File: config.mk
export PLATFORM = sky130hd
export DESIGN_NAME = pir_occupancy_ctrl
export DESIGN_NICKNAME = d
export VERILOG_FILES = /design/src/rtl/pir_occupancy_ctrl.sv
export SDC_FILE = /design/constraint.sdc
export NUM_CORES = 1
export LEC_CHECK = 0
export ABC_AREA = 0
export CORE_ASPECT_RATIO = 1.1
export CORE_MARGIN = 5
export CORE_UTILIZATION = 40
export DETAILED_ROUTE_END_ITERATION = 10
export PLACE_DENSITY_LB_ADDON = 0.25
export SYNTH_ARGS = -nofsm -noshare
export SYNTH_HDL_FRONTEND = slang
export SYNTH_SLANG_ARGS = --single-unit
File: constraint.sdc
create_clock -name clk -period 3.9 [get_ports clk]
set_input_delay 0.78 -clock clk [delete_from_list [all_inputs] [get_ports clk]]
set_output_delay 0.78 -clock clk [all_outputs]
set_load 0.05 [all_outputs]
File: src/rtl/pir_occupancy_ctrl.sv
// PIR occupancy controller: warm-up lockout, LED blink while occupied,
// retriggerable hold after motion drops, and a saturating motion event counter.
// All outputs are registered; motion_in acts on the next rising edge of clk.
module pir_occupancy_ctrl #(
  parameter int unsigned WARMUP_CYC = 32000000,
  parameter int unsigned BLINK_HALF = 16000000,
  parameter int unsigned HOLD_CYC   = 320000000
) (
  input  logic       clk,
  input  logic       rst,
  input  logic       motion_in,
  output logic       led,
  output logic       occupied,
  output logic       ready,
  output logic       event_pulse,
  output logic [7:0] event_count
);

  typedef enum logic [1:0] {
    WARMUP = 2'd0,
    IDLE   = 2'd1,
    ACTIVE = 2'd2,
    HOLD   = 2'd3
  } state_t;

  localparam logic [31:0] WARM_LAST  = 32'(WARMUP_CYC - 1);
  localparam logic [31:0] BLINK_LAST = 32'(BLINK_HALF - 1);
  localparam logic [31:0] HOLD_LAST  = 32'(HOLD_CYC - 1);

  state_t      state;
  logic [31:0] timer;
  logic [31:0] blink_cnt;

  // Single FSM: state, timers and every output are updated together on each edge.
  always_ff @(posedge clk or posedge rst) begin
    if (rst) begin
      state       <= WARMUP;
      timer       <= '0;
      blink_cnt   <= '0;
      led         <= 1'b0;
      occupied    <= 1'b0;
      ready       <= 1'b0;
      event_pulse <= 1'b0;
      event_count <= '0;
    end else begin
      event_pulse <= 1'b0;

      // Blink runs through both occupied states so the phase survives retriggers.
      if (state == ACTIVE || state == HOLD) begin
        if (blink_cnt == BLINK_LAST) begin
          blink_cnt <= '0;
          led       <= ~led;
        end else begin
          blink_cnt <= blink_cnt + 32'd1;
        end
      end

      case (state)
        WARMUP: begin
          if (timer == WARM_LAST) begin
            state <= IDLE;
            ready <= 1'b1;
            timer <= '0;
          end else begin
            timer <= timer + 32'd1;
          end
        end

        IDLE: begin
          led      <= 1'b0;
          occupied <= 1'b0;
          if (motion_in) begin
            state       <= ACTIVE;
            led         <= 1'b1;
            occupied    <= 1'b1;
            blink_cnt   <= '0;
            event_pulse <= 1'b1;
            if (event_count != 8'hFF) begin
              event_count <= event_count + 8'd1;
            end
          end
        end

        ACTIVE: begin
          if (!motion_in) begin
            state <= HOLD;
            timer <= '0;
          end
        end

        HOLD: begin
          // Motion beats a simultaneous hold expiry.
          if (motion_in) begin
            state <= ACTIVE;
          end else if (timer == HOLD_LAST) begin
            state    <= IDLE;
            led      <= 1'b0;
            occupied <= 1'b0;
          end else begin
            timer <= timer + 32'd1;
          end
        end

        default: begin
          state <= WARMUP;
        end
      endcase
    end
  end

endmodule

-- Word-level counts from Yosys, hierarchy flattened
Cells that the tools add are included.
- bits of input ports: 3
- output and inout port bits: 12
- word-level logic and storage cells: 60
- flip-flop bits (word level): 78
- equality and inequality tests: 14
- mux-type cells: 25
- add/sub/neg operators: 3
- bitwise gates (word level): 1
- reductions and logical operators: 9
- operator list (kind ; count):
    two-way mux 32 bit ; 8
    one-hot mux 32 bit (3 select lines) ; 1
    adder 32 x 1 -> 32 bit, second input constant ; 2
    == test 32 x 24 -> 1 bit, second input constant ; 1
    == test 32 x 25 -> 1 bit, second input constant ; 1
    == test 32 x 29 -> 1 bit, second input constant ; 1
    two-way mux 2 bit ; 5
    inequality test 2 bit, second input constant ; 5
    adder 8 x 1 -> 8 bit, second input constant ; 1
    two-way mux 1 bit ; 8
    inequality test 8 bit, second input constant ; 1
    one-hot mux 2 bit (4 select lines) ; 1
    AND reduction 4 bit ; 2
    AND reduction 3 bit ; 2
    == test 2 bit, second input constant ; 2
    one-hot mux 1 bit (2 select lines) ; 2
    inequality test 3 x 2 -> 1 bit, second input constant ; 1
    nonzero test 3 bit ; 1
    == test 2 x 1 -> 1 bit, second input constant ; 1
    zero test 2 bit ; 1
    inequality test 2 x 1 -> 1 bit, second input constant ; 1
    AND reduction 2 bit ; 1
    nonzero test 2 bit ; 1
    logical OR 1 bit ; 1
    NOT 1 bit ; 1

-- Depth between registers and ports, before layout
- depth after elaboration: 6
- gate-level depth with buffers: 9
- depth with buffers taken out: 7

-- Worst setup path after synthesis
Ideal clock, no wire load.
- path kind: register to register
- start point: reg timer[26]
- end point: reg timer[0]
- stages on the path, launching flop included: 7
- data required time: 3.775 ns
- setup time: 0.125 ns
- arrival time: 1.888 ns
- slack: 1.887 ns
- buffers on the path: 0
- clock period less this slack: 2.013 ns
- path through: dfrtp_1 or4_4 nor4_4 nand4_2 o21bai_4 nor2_2 mux2_2
- cells in the longest elaborated chain, start to end: 3
- elaborated cells between the ends (all ways): 6
- classes of those cells: 3 x eq/ne; 2 x mux; 1 x reduce/logical
- RTL lines (element ; RTL line ; RTL):
    from (decl) ; 31 ; logic [31:0] timer;
    from (signal assigned) ; 65 ; timer <= timer + 32'd1;
    from (signal assigned) ; 100 ; timer <= timer + 32'd1;
    == test 32 x 25 -> 1 bit / == test 32 x 29 -> 1 bit (equally long branches) ; 60, 95 ;
    two-way mux 32 bit / inequality test 2 bit (equally long branches) ; -- ;
    one-hot mux 32 bit (3 select lines) / AND reduction 4 bit (equally long branches) ; -- ;
Parallel ways exist; a longest one is shown, timed or not.
A chain may end at the register's enable or synchronous reset.

-- Worst setup path in the final report
- start point: reg state[1]
- end point: reg blink_cnt[30]
- cells in the longest elaborated chain, start to end: 5
- elaborated cells between the ends (all ways): 7
- classes of those cells: 3 x eq/ne; 3 x mux; 1 x reduce/logical
- RTL lines (element ; RTL line ; RTL):
    from (decl) ; 30 ; state_t state;
    from (signal assigned) ; 37 ; state <= WARMUP;
    from (signal assigned) ; 61 ; state <= IDLE;
    from (signal assigned) ; 73 ; state <= ACTIVE;
    == test 2 bit ; 49 ; if (state == ACTIVE || state == HOLD) begin
    logical OR 1 bit ; 49 ;
    two-way mux 32 bit ; 49 ;
    two-way mux 32 bit ; 72 ; if (motion_in) begin
    two-way mux 32 bit (*) ; 58 ; case (state)
    to (signal assigned) ; 54 ; blink_cnt <= blink_cnt + 32'd1;
    to (decl) ; 32 ; logic [31:0] blink_cnt;
Mark *: on every way between the ends. The rest lies on a longest branch, timed or not.

==> metrics.md <==
| Metric | Value |
|---|---|
| Drt via density | 5.31 |
| Total GRT Usage | 0.146 |
| Reg power frac | 0.535 |
| Mux share of post-synthesis cell area | 0.00551 |
| Vias in the first global route | 3002 |
| Starting Density | 0.411 |
| Post-Synth Simple-Gate Area | 0.298 |
| Clock latency on the worst-skew pair | 350 ps |
| Worst Path Required | 4110 ps |
| Post-Syn Area | 4090 um^2 |
| CTS root buffer | clkbuf_8 |
| Post-Syn Nets | 429 |
| Seq. cell area | 1950 um^2 |
| Hold-fix buffers, CTS | 0 |
| DP Worst Slack | 1140 ps |
| Setup ws final | 1220 ps |
| Syn avg cell area | 9.66 um^2 |
| Most frequent cells in the layout | 78 x dfrtp_1, 77 x nor2_1, 40 x nand2_1, 36 x xor2_1, 29 x nand4_1 |
| DRC viols | 0 |
| Setup Skew | 13.2 ps |
| Final wirelength | 8.20 mm |
| Cell family contributing the most delay on the critical path | simple AND/OR/NAND/NOR gates |
| Leak | 2.02 nW |
| I/O pin count | 15 |
| Commonest non-fill, non-tap cell in the layout | dfrtp_1 |
| CP Class | reg2reg |
| Final Max Tran Viols | 0 |
| Tmin final | 2680 ps |
| Seq cells post-synth | 78 |
| Clk pwr share | 0.425 |
| Logic pwr share | 0.040 |
| CP bufs+invs | 1 |
| CP startpoint kind | register |
| TritonRoute pass-1 iters | 7 |
| Iter 0 DRT Violations | 144 |
| Worst-path clk slew | 80 ps |
| Final HPWL DP | 6.02 mm |
| First-pass GRT wire length | 14.5 mm |
| CP arrival | 2890 ps |
| Largest net degree at the start of global routing | 57 |
| Final hold slack | 472 ps |
| Final Cycle Share | 0.688 |
| Final-layout fill cell count | 936 |
| Slowest cell on the critical path | dfrtp_1 |
| Critical Path, Cell by Cell | nand4_2, nor3_2, inv_1, nor4_2, or2_2, nor2_1 |
| Relative slew slack | 0.363 |
| Setup Buffers After CTS | 0 |
| Synth Area in Adders | 0.00918 |
| Full die area | 12300 um^2 |
| Core Util, Final | 0.456 |
| Max clock buf depth | 2 |
| CTS Sinks | 78 |
| Top FF cell, synth | dfrtp_1 |
| Largest family of logic cells by synthesized area | simple AND/OR/NAND/NOR gates |
| Warnings, synthesis | 0 |
| Initial antenna violation count | 0 |
| Post-synth EDFFs | 0 |
| Slew at the pin with the worst max-slew slack | 955 ps |
| Final TNS setup | 0 ps |
| Grt ovf | 0 |
| Final hold violations | 0 |
| Antenna diode count | 0 |
| Final setup viols | 0 |
| Nets | 446 |
| Post-CTS sizing | 0 |
| Placeable Area | 9940 um^2 |
| Share of cells above drive strength 1 | 0.0921 |
| Clock H-tree levels | 3 |
| PwrDens | 340 nW/um^2 |
| Placement Rows | 38 |
| Final ANT Viol Nets | 0 |
| CP Capture Type | register |
| RD Place Congestion | 0.824 |
| Psw | 348 uW |
| Buffers on Ports | 14 |
| CTS Buf Count | 9 |
| Post-synthesis sequential area ratio | 0.478 |
| Xor/xnor share of the synthesized area | 0.135 |
| Max Clk Rate | 373 MHz |
| Synth cell types | 53 |
| Die span in y | 116 um |
| P_int | 1.19 mW |
| Outcome | completed |
| Asr flop ratio synth | 1.00 |
| Critical-path maximum fanout | 31 |
| RSZ-0062 raised after global routing | false |
| Die extent in x | 106 um |
| DR vias | 2998 |
| Worst Hold Class | reg2reg |
| Area growth syn-to-layout | 10.9% |
| Tot Pwr | 1.54 mW |
| Switch share | 0.226 |
| Post-synthesis compound-gate area fraction | 0.0407 |
| Mapped Cells | 423 |
| CP peak stage delay | 710 ps |
| Maxcap violations | 0 |
| Max VDD drop | 162 uV |
| WL/cell | 14.5 um |
| Area occupied by multi-input gates | 2000 um^2 |
| TritonCTS clock tree | built |
==> routing by layer <==
layer,share of wire,vias to the layer above,track usage
li1,-,1500,-
met1,0.47,1449,0.188
met2,0.49,36,0.245
met3,0.027,13,0.0306
met4,0.018,0,0.0484
met5,0,-,0
==> cells in the mapped netlist, drive strengths merged (4+ instances only) <==
cell type / count / area share
a22o: 4 / 0.0089
dfrtp: 78 / 0.48
nand4: 32 / 0.054
o21ai: 4 / 0.0049
nand2: 41 / 0.038
nor3: 14 / 0.021
nor4: 12 / 0.024
nor2: 78 / 0.072
nand3: 18 / 0.022
buf: 10 / 0.020
a21oi: 5 / 0.0061
and3: 11 / 0.017
xor2: 36 / 0.077
inv: 13 / 0.012
xnor2: 27 / 0.058
==> layout make-up <==
| cell class | count | share of cell area |
|---|---|---|
| Tap cell | 120 | 0.0331 |
| Sequential cell | 78 | 0.431 |
| Timing Repair Buffer | 18 | 0.0375 |
| Clock buffer | 10 | 0.0282 |
| Inverter | 13 | 0.0110 |
| Clock inverter | 6 | 0.0190 |
| Multi-Input combinational cell | 320 | 0.441 |
==> flip-flops by register name, summed over array words and instances (netlist names) <==
signal       cells
blink_cnt       32
event_count      8
event_pulse      1
led              1
occupied         1
ready            1
state            2
timer           32
==> logic make-up after synthesis <==
logic type                 count (synthesis)
AOI/OAI and AO/OA                         22
adders and majority gates                  3
buffers and inverters                     25
and+or+nand+nor                          230
DFF                                       78
muxes                                      2
xor gates and xnor gates                  63
==> worst register-to-register path: cells and delay by family, from the launching register on <==
family | cells | cell delay, ps
flip-flops | 1 | 710
AND/OR/NAND/NOR | 5 | 1730
buffers and inverters | 1 | 110
==> worst paths after layout <==
path / from / endpoint / slack (ps) / cells past startpoint
setup reg to reg: state[1] / blink_cnt[30] / 1220 / 6
max in group asynchronous: rst / led / 2220 / 3
hold reg to reg: ready / ready / 470 / 1
hold / removal: ready / ready / 470 / 1
min in group asynchronous: rst / event_count[5] / 930 / 2
setup / recovery: state[1] / blink_cnt[30] / 1220 / 6
==> power groups by stage <==
stage / logic (mW) / clock network, mW / registers (mW)
2_1_floorplan: 0.0422 / 0 / 0.842
5_1_grt: 0.0699 / 0.713 / 0.826
3_3_place_gp: 0.0624 / 0 / 0.841
6_report: 0.0610 / 0.656 / 0.825
3_5_place_dp: 0.0637 / 0 / 0.840
4_1_cts: 0.0634 / 0.680 / 0.825
==> through the flow <==
| stage | cell area, um^2 | instances |
|---|---|---|
| after detailed placement | 4320 | 549 |
| final | 4530 | 565 |
| after CTS | 4530 | 565 |
| after floorplan | 4090 | 423 |
| after global placement | 4320 | 549 |
| after global routing | 4530 | 565 |
(Power assumes the default switching activity.)
